--- src/rtl/lc3b_types.sv ---
// Shared LC-3b type definitions for the fetch slice.
//   lc3b_word        : 16-bit machine word
//   lc3b_opcode      : 4-bit opcode field (ir[15:12])
//   lc3b_fetch_state : fetch sequencer states
//   lc3b_pc_sel      : next-pc source select
//   LC3B_PC_INC      : sequential pc increment
package lc3b_types;

    typedef logic [15:0] lc3b_word;
    typedef logic [3:0]  lc3b_opcode;

    typedef enum logic [1:0] {
        IDLE,
        FETCH,
        HOLD,
        DISCARD
    } lc3b_fetch_state;

    typedef enum logic {
        PC_SEL_INC,
        PC_SEL_REDIRECT
    } lc3b_pc_sel;

    localparam lc3b_word LC3B_PC_INC = 16'd2;

endpackage

--- src/rtl/ifetch_unit_control.sv ---
// Fetch sequencer: state register plus next-state and load-enable decode.
//   clk, reset       : clock, async active-high reset (-> IDLE)
//   redirect         : flush request from later stages
//   imem_resp        : instruction memory read complete
//   id_ready         : decode accepts the buffered instruction
//   pc_load, pc_sel  : pc write enable and source (increment / redirect)
//   addr_load        : capture next pc into the request address register
//   ir_load          : capture imem_rdata and its address
//   imem_read        : read request level
//   if_valid         : buffered instruction valid
module ifetch_control
    import lc3b_types::*;
(
    input  logic       clk,
    input  logic       reset,
    input  logic       redirect,
    input  logic       imem_resp,
    input  logic       id_ready,
    output logic       pc_load,
    output lc3b_pc_sel pc_sel,
    output logic       addr_load,
    output logic       ir_load,
    output logic       imem_read,
    output logic       if_valid
);

    lc3b_fetch_state state_q;
    lc3b_fetch_state state_d;

    always_ff @(posedge clk or posedge reset) begin
        if (reset) begin
            state_q <= IDLE;
        end else begin
            state_q <= state_d;
        end
    end

    always_comb begin
        state_d   = state_q;
        pc_load   = 1'b0;
        pc_sel    = PC_SEL_INC;
        addr_load = 1'b0;
        ir_load   = 1'b0;
        imem_read = 1'b0;
        if_valid  = 1'b0;

        unique case (state_q)
            IDLE: begin
                addr_load = 1'b1;
                state_d   = FETCH;
            end
            FETCH: begin
                imem_read = 1'b1;
                if (redirect) begin
                    pc_load = 1'b1;
                    pc_sel  = PC_SEL_REDIRECT;
                    if (imem_resp) begin
                        // Response arrived with the flush: drop it and
                        // immediately re-issue at the redirect target.
                        addr_load = 1'b1;
                    end else begin
                        // Address must stay stable until the stale read ends.
                        state_d = DISCARD;
                    end
                end else if (imem_resp) begin
                    pc_load = 1'b1;
                    ir_load = 1'b1;
                    state_d = HOLD;
                end
            end
            HOLD: begin
                if_valid = 1'b1;
                if (redirect) begin
                    pc_load   = 1'b1;
                    pc_sel    = PC_SEL_REDIRECT;
                    addr_load = 1'b1;
                    state_d   = FETCH;
                end else if (id_ready) begin
                    addr_load = 1'b1;
                    state_d   = FETCH;
                end
            end
            DISCARD: begin
                imem_read = 1'b1;
                if (redirect) begin
                    pc_load = 1'b1;
                    pc_sel  = PC_SEL_REDIRECT;
                end
                if (imem_resp) begin
                    addr_load = 1'b1;
                    state_d   = FETCH;
                end
            end
            default: begin
                state_d = IDLE;
            end
        endcase
    end

endmodule

--- src/rtl/lc3b_register.sv ---
// Generic load-enabled register with asynchronous active-high reset.
//   clk, reset : clock, async reset (loads RESET_VAL)
//   load       : capture data_in on the rising edge
//   data_in    : next value
//   data_out   : registered value
module lc3b_register #(
    parameter int unsigned WIDTH     = 16,
    parameter logic [WIDTH-1:0] RESET_VAL = '0
) (
    input  logic             clk,
    input  logic             reset,
    input  logic             load,
    input  logic [WIDTH-1:0] data_in,
    output logic [WIDTH-1:0] data_out
);

    logic [WIDTH-1:0] data_q;
    logic [WIDTH-1:0] data_d;

    always_comb begin
        data_d = data_q;
        if (load) begin
            data_d = data_in;
        end
    end

    always_ff @(posedge clk or posedge reset) begin
        if (reset) begin
            data_q <= RESET_VAL;
        end else begin
            data_q <= data_d;
        end
    end

    assign data_out = data_q;

endmodule

--- src/rtl/ifetch_unit.sv ---
// LC-3b instruction fetch unit.
//   clk, reset                 : clock, async active-high reset
//   imem_read/address          : read request to instruction memory
//   imem_resp/rdata            : read completion and instruction word
//   redirect, redirect_pc      : flush and restart (bit 0 forced to 0)
//   id_ready                   : decode accepts if_* this cycle
//   if_valid/ir/pc/pc_plus2    : buffered instruction to decode
//   opcode, bit11, bit5, bit4  : control-ROM fields sliced from if_ir
module ifetch_unit
    import lc3b_types::*;
#(
    parameter lc3b_word RESET_PC = 16'h0000
) (
    input  logic       clk,
    input  logic       reset,
    output logic       imem_read,
    output lc3b_word   imem_address,
    input  logic       imem_resp,
    input  lc3b_word   imem_rdata,
    input  logic       redirect,
    input  lc3b_word   redirect_pc,
    input  logic       id_ready,
    output logic       if_valid,
    output lc3b_word   if_ir,
    output lc3b_word   if_pc,
    output lc3b_word   if_pc_plus2,
    output lc3b_opcode opcode,
    output logic       bit11,
    output logic       bit5,
    output logic       bit4
);

    logic       pc_load;
    lc3b_pc_sel pc_sel;
    logic       addr_load;
    logic       ir_load;

    lc3b_word pc_q;
    lc3b_word pc_d;
    lc3b_word pc_next;

    ifetch_control u_control (
        .clk       (clk),
        .reset     (reset),
        .redirect  (redirect),
        .imem_resp (imem_resp),
        .id_ready  (id_ready),
        .pc_load   (pc_load),
        .pc_sel    (pc_sel),
        .addr_load (addr_load),
        .ir_load   (ir_load),
        .imem_read (imem_read),
        .if_valid  (if_valid)
    );

    always_comb begin
        pc_d = pc_q + LC3B_PC_INC;
        if (pc_sel == PC_SEL_REDIRECT) begin
            pc_d = {redirect_pc[15:1], 1'b0};
        end
    end

    // Every addr_q load takes the pc value as it will be after this edge
    // (redirect target if one is being taken), so the address register is
    // fed from the pc write-through rather than a separate mux.
    assign pc_next = pc_load ? pc_d : pc_q;

    lc3b_register #(.WIDTH(16), .RESET_VAL(RESET_PC)) u_pc (
        .clk      (clk),
        .reset    (reset),
        .load     (pc_load),
        .data_in  (pc_d),
        .data_out (pc_q)
    );

    lc3b_register #(.WIDTH(16), .RESET_VAL(RESET_PC)) u_addr (
        .clk      (clk),
        .reset    (reset),
        .load     (addr_load),
        .data_in  (pc_next),
        .data_out (imem_address)
    );

    lc3b_register #(.WIDTH(16), .RESET_VAL(16'h0000)) u_ir (
        .clk      (clk),
        .reset    (reset),
        .load     (ir_load),
        .data_in  (imem_rdata),
        .data_out (if_ir)
    );

    lc3b_register #(.WIDTH(16), .RESET_VAL(16'h0000)) u_fetch_pc (
        .clk      (clk),
        .reset    (reset),
        .load     (ir_load),
        .data_in  (pc_q),
        .data_out (if_pc)
    );

    assign if_pc_plus2 = if_pc + LC3B_PC_INC;
    assign opcode      = if_ir[15:12];
    assign bit11       = if_ir[11];
    assign bit5        = if_ir[5];
    assign bit4        = if_ir[4];

endmodule

--- config.mk ---
export PLATFORM = sky130hd
export DESIGN_NAME = ifetch_unit
export DESIGN_NICKNAME = d
export VERILOG_FILES = /design/src/rtl/lc3b_types.sv /design/src/rtl/ifetch_unit_control.sv /design/src/rtl/lc3b_register.sv /design/src/rtl/ifetch_unit.sv
export SDC_FILE = /design/constraint.sdc
export NUM_CORES = 1
export LEC_CHECK = 0
export BUFFER_PORTS_ARGS = -buffer_cell sky130_fd_sc_hd__buf_2
export CAP_MARGIN = 20
export CORE_ASPECT_RATIO = 0.6
export CORE_MARGIN = 10
export CORE_UTILIZATION = 55
export DETAILED_ROUTE_END_ITERATION = 8
export PLACE_DENSITY_LB_ADDON = 0.08
export SYNTH_ARGS = -nofsm -noshare
export SYNTH_HDL_FRONTEND = slang
export SYNTH_SLANG_ARGS = --single-unit
--- constraint.sdc ---
create_clock -name clk -period 3.45 [get_ports clk]
set_input_delay 0.345 -clock clk [delete_from_list [all_inputs] [get_ports clk]]
set_output_delay 0.345 -clock clk [all_outputs]
set_load 0.1 [all_outputs]
## Word level (Yosys, flattened, before mapping)

Index checks and enable logic that the tools add are counted.

| word-level totals | value |
|---|---|
| flip-flop bits (word level) | 66 |
| latch bits | 0 |
| bits in writable memories | 0 |
| bits in read-only memories | 0 |
| input port bits | 37 |
| output and inout port bits | 73 |
| logic and storage cells | 41 |
| memories kept | 0 |

| operators by class | value |
|---|---|
| $add $sub $neg | 2 |
| multipliers | 0 |
| divide/modulo/power cells | 0 |
| order comparisons | 0 |
| eq/ne operators | 7 |
| shift operators | 0 |
| muxes and demuxes | 22 |
| bitwise logic cells | 0 |
| reduce and logical (&&, ||, !) cells | 5 |

Operator list:

| cell | number |
|---|---|
| $add A16 B2 Y16 const B | 2 |
| $mux W16 | 2 |
| $mux W2 | 6 |
| $mux W1 | 11 |
| $ne A3 B3 Y1 const B | 3 |
| $pmux W2 S4 | 1 |
| $eq A2 B2 Y1 const B | 2 |
| $pmux W1 S4 | 1 |
| $reduce_and A4 Y1 | 1 |
| $reduce_or A2 Y1 | 2 |
| $reduce_or A3 Y1 | 1 |
| $eq A2 B1 Y1 const B | 1 |
| $logic_not A2 Y1 | 1 |
| $ne A2 B2 Y1 const B | 1 |
| $pmux W1 S2 | 1 |

## Depth between registers and ports, before layout

| depth | value |
|---|---|
| depth after elaboration | 5 |
| depth in mapped cells | 6 |
| gate-level depth less buffers | 5 |

## Modules after synthesis

A second synthesis with hierarchy kept.

| second synthesis, totals | value |
|---|---|
| cell total of the unflattened synthesis | 323 |
| area total of the unflattened synthesis | 3917.5 um^2 |

Modules (own cells, without submodules):

| module | instances | cells each | area each (um^2) |
|---|---|---|---|
| lc3b_register | 4 | 35 | 653.1 |
| ifetch_unit | 1 | 167 | 1144.8 |
| ifetch_control | 1 | 16 | 160.2 |

## Worst setup path before layout

Ideal clock, no wire load.

| path | value |
|---|---|
| kind | register to output |
| start point | reg u_fetch_pc.data_q[2] (netlist: u_fetch_pc.data_out[2]) |
| end point | out if_pc_plus2[11] |
| arrival | 3.367 ns |
| setup slack | -0.262 ns |
| cell stages (with the launch flop) | 6 |
| buffers on the path | 1 |
| path through | dfrtp_1 -> ha_1 -> and3_1 -> clkbuf_1 -> nand4_1 -> xnor2_1 |

| on the way | value |
|---|---|
| longest elaborated chain between the ends | 1 |

Ends and longest elaborated chain:

| element | RTL line | text |
|---|---|---|
| start, declared | lc3b_register.sv:17 | `logic [WIDTH-1:0] data_q;` |
| start signal, assigned | lc3b_register.sv:31 | `data_q <= data_d;` |
| $add A16 B2 Y16 | ifetch_unit.sv:100 | `assign if_pc_plus2 = if_pc + LC3B_PC_INC;` |
| end, declared | ifetch_unit.sv:26 | `output lc3b_word if_pc_plus2,` |

Every way passes these cells.

## Worst setup path after layout

| path | value |
|---|---|
| start point | reg u_fetch_pc.data_q[1] (netlist: u_fetch_pc.data_out[1]) |
| end point | out if_pc_plus2[11] |

The elaborated chain is that of the path after synthesis.

==> flow_summary.yaml <==
yosys:
  synth_area_sq_um: 3381
  synth_top_family_by_area: "multiplexers"
  yosys.area_share.simple_pct: 13.92
  synth_cells: 300
  synth_top_area_cell: "dfrtp_1"
  synth-edff-count: 0
  synthTopCellsByArea: "dfrtp_1 49%, mux2_2 13%, xnor2_1 3.6%, nand2_1 2.9%, buf_4 2.7%"
  synth_area_per_cell_sq_um: 11.27
  yosys_warnings: 0
  synth_seq_cells: 66
  yosys_most_used_dff: "dfrtp_1"
  synthMuxAreaShare_pct: 15.43
  synth-xor-area-share_pct: 4.663
  ys_top_cells_by_count: "66 x dfrtp_1, 38 x mux2_2, 26 x nand2_1, 15 x o21ai_0, 14 x xnor2_1"
  synth_compound_area_share_pct: 10.51
  synth.distinct_cells: 53
  yosysMostFrequentCell: "dfrtp_1"
  synth_nets: 339
  seq_area_frac_synth_pct: 48.85
  async_flop_share_pct: 100.0
  synth_fa_ha_area_share_pct: 0.7402
  netlist.area_leader.share_pct: 48.85
timing:
  drv_slew: 0
  finClkSkew_ps: 8.509
  period_minus_slack_ps: 2461
  holdWs_ps: 48.20
  setup_viol: 0
  fin_crit_sh_pct: 71.34
  relSlewSlack_pct: 49.59
  tns_ps: 0
  rsz0062_at_grt: "no"
  fmax_ghz: 0.4063
  tightest_slew_ps: 755.0
  hold_viol_final: 0
status:
  status: "finished, final reports clean"
global_route:
  grt_remaining_overflow: 0
  grt_pass1_vias: 2769
  antenna_found_initial: 0
  grt_max_degree: 41
  grt_usage_pct: 18.21
  grt_pass1_wl_microns: 14370
cells_and_area:
  fill_cells: 486
  drive_above_1_share_pct: 45.75
  area_delta_synth_final_pct: 21.47
  antennaDiodeCount: 0
  fin_nets: 435
critical_path:
  worstReg2RegEnd: "u_addr.data_out[12]$_DFFE_PP0P_"
  path_max_fanout: 6
  r2r_start: "u_control.state_q[1]$_DFFE_PP0P_"
  cp_slowest_cell: "buf_2"
  endpoint_kind: "primary output"
  cpPeakStageDelay_ps: 440
  crit_type: "flip-flop to primary output"
  worst-r2r-setup-slack_ps: 1070
  crit_chain: "ha_1 > and3_1 > nand4_1 > xnor2_2 > buf_2"
  startpoint_type: "flip-flop"
  r2r_cells: 3
  crit_required_ps: 3110
  arrival_ps: 2120
cts:
  ctsResizeCount: 0
  post_cts_buffers: 0
  cts_htree_levels: 3
  worstSkewPairLatency_ps: 340
  numCtsBuffers: 9
  clock_sinks: 66
  path_clk_slew_ps: 70
  cts_root_buffer: "clkbuf_8"
  cts_tree: "built"
  cts_hold_buf: 0
  clk_path_buf_depth: 2
job:
  cap_violations: 0
detailed_routing:
  ant_nets: 0
  wl_microns: 8700
  detail_route.wl_per_cell_microns: 17.98
  via_per_inst: 5.632
  firstDrtPassIters: 4
  drt_iter0_drc: 225
  vias: 2726
  drc_errors: 0
hold_path:
  worstHoldPathType: "input pin to async pin"
die:
  fp.coreArea_sq_um: 6028
  die_h_microns: 80.73
  boundaryPins: 110
  die_w_microns: 121.2
  fp.dieArea_sq_um: 9786
  initial_core_util_pct: 56.08
  rows: 22
placed_design:
  hpwlAfterDp_microns: 6396
  gp_routability_congestion: 0.8367
  io_buffers: 108
==> worst max path at each step <==
stage | start | end
finish | u_fetch_pc.data_out[1]$_DFFE_PP0P_ | if_pc_plus2[11]
global route | u_fetch_pc.data_out[5]$_DFFE_PP0P_ | if_pc_plus2[15]
CTS | u_fetch_pc.data_out[1]$_DFFE_PP0P_ | if_pc_plus2[11]
detailed placement | u_control.state_q[1]$_DFFE_PP0P_ | u_addr.data_out[5]$_DFFE_PP0P_
global placement | u_control.state_q[1]$_DFFE_PP0P_ | u_addr.data_out[3]$_DFFE_PP0P_
floorplan | u_fetch_pc.data_out[3]$_DFFE_PP0P_ | if_pc_plus2[8]
==> through the flow <==
stage	util (%)	instances	setup slack, ps	cell area (sq um)
4_1_cts	68.12	484	963.4	4106
2_1_floorplan	-	300	3.238	3426
3_5_place_dp	65.48	469	1099	3948
5_1_grt	68.12	484	862.8	4106
3_3_place_gp	65.48	469	1156	3948
6_report	68.12	484	988.8	4106
==> worst max-delay path: cells and delay by family (launching register included) <==
| family | cells | cell delay [ps] |
|---|---|---|
| AND/OR/NAND/NOR | 2 | 530 |
| buffers and inverters | 1 | 440 |
| adder cells (fa/ha/maj) | 1 | 210 |
| XOR/XNOR | 1 | 160 |
| flip-flops | 1 | 430 |
==> sequential cells by signal, summed over array words and instances, names as in the netlist <==
signal,flops
u_addr.data_out,16
u_fetch_pc.data_out,16
u_ir.data_out,16
u_pc.data_out,16
u_control.state_q,2
==> placed cells by master, fill, tap and decap left out, types with 6 or more instances in the layout <==
cell type and instances:
clkbuf_8 9, xnor2_1 8, xnor2_2 6, nand3_1 10
nand4_1 7, nand2_1 26, buf_2 108, a21oi_1 7
mux2_2 38, nor2_1 9, dfrtp_1 66, o21ai_0 15
==> metal layers <==
layer  GRT usage, %  part of all wire [%]  up-vias
li1               -                     -     1280
met1          23.77                    45     1334
met2          27.49                    46      108
met3          7.479                   9.2        4
met4          5.213                  0.34        0
met5              0                     0        -
==> cells by family after synthesis <==
logic type | count (synthesis)
and+or+nand+nor | 85
muxes | 45
DFF | 66
adders and majority gates | 2
xor gates and xnor gates | 18
buffers and inverters | 34
AOI/OAI and AO/OA | 50
==> final cells by class <==
type	count	area (sq um)	share of cell area, %
Clock buffer	9	123.9	3.016
Clock inverter	6	35.03	0.8531
Inverter	6	22.52	0.5484
Multi-Input combinational cell	200	1590	38.73
Sequential cell	66	1652	40.22
Tap cell	84	105.1	2.559
Timing Repair Buffer	113	578.1	14.08
Power is not shown: default switching activity piles up to over one toggle a cycle in this logic, so the estimate is an artifact.
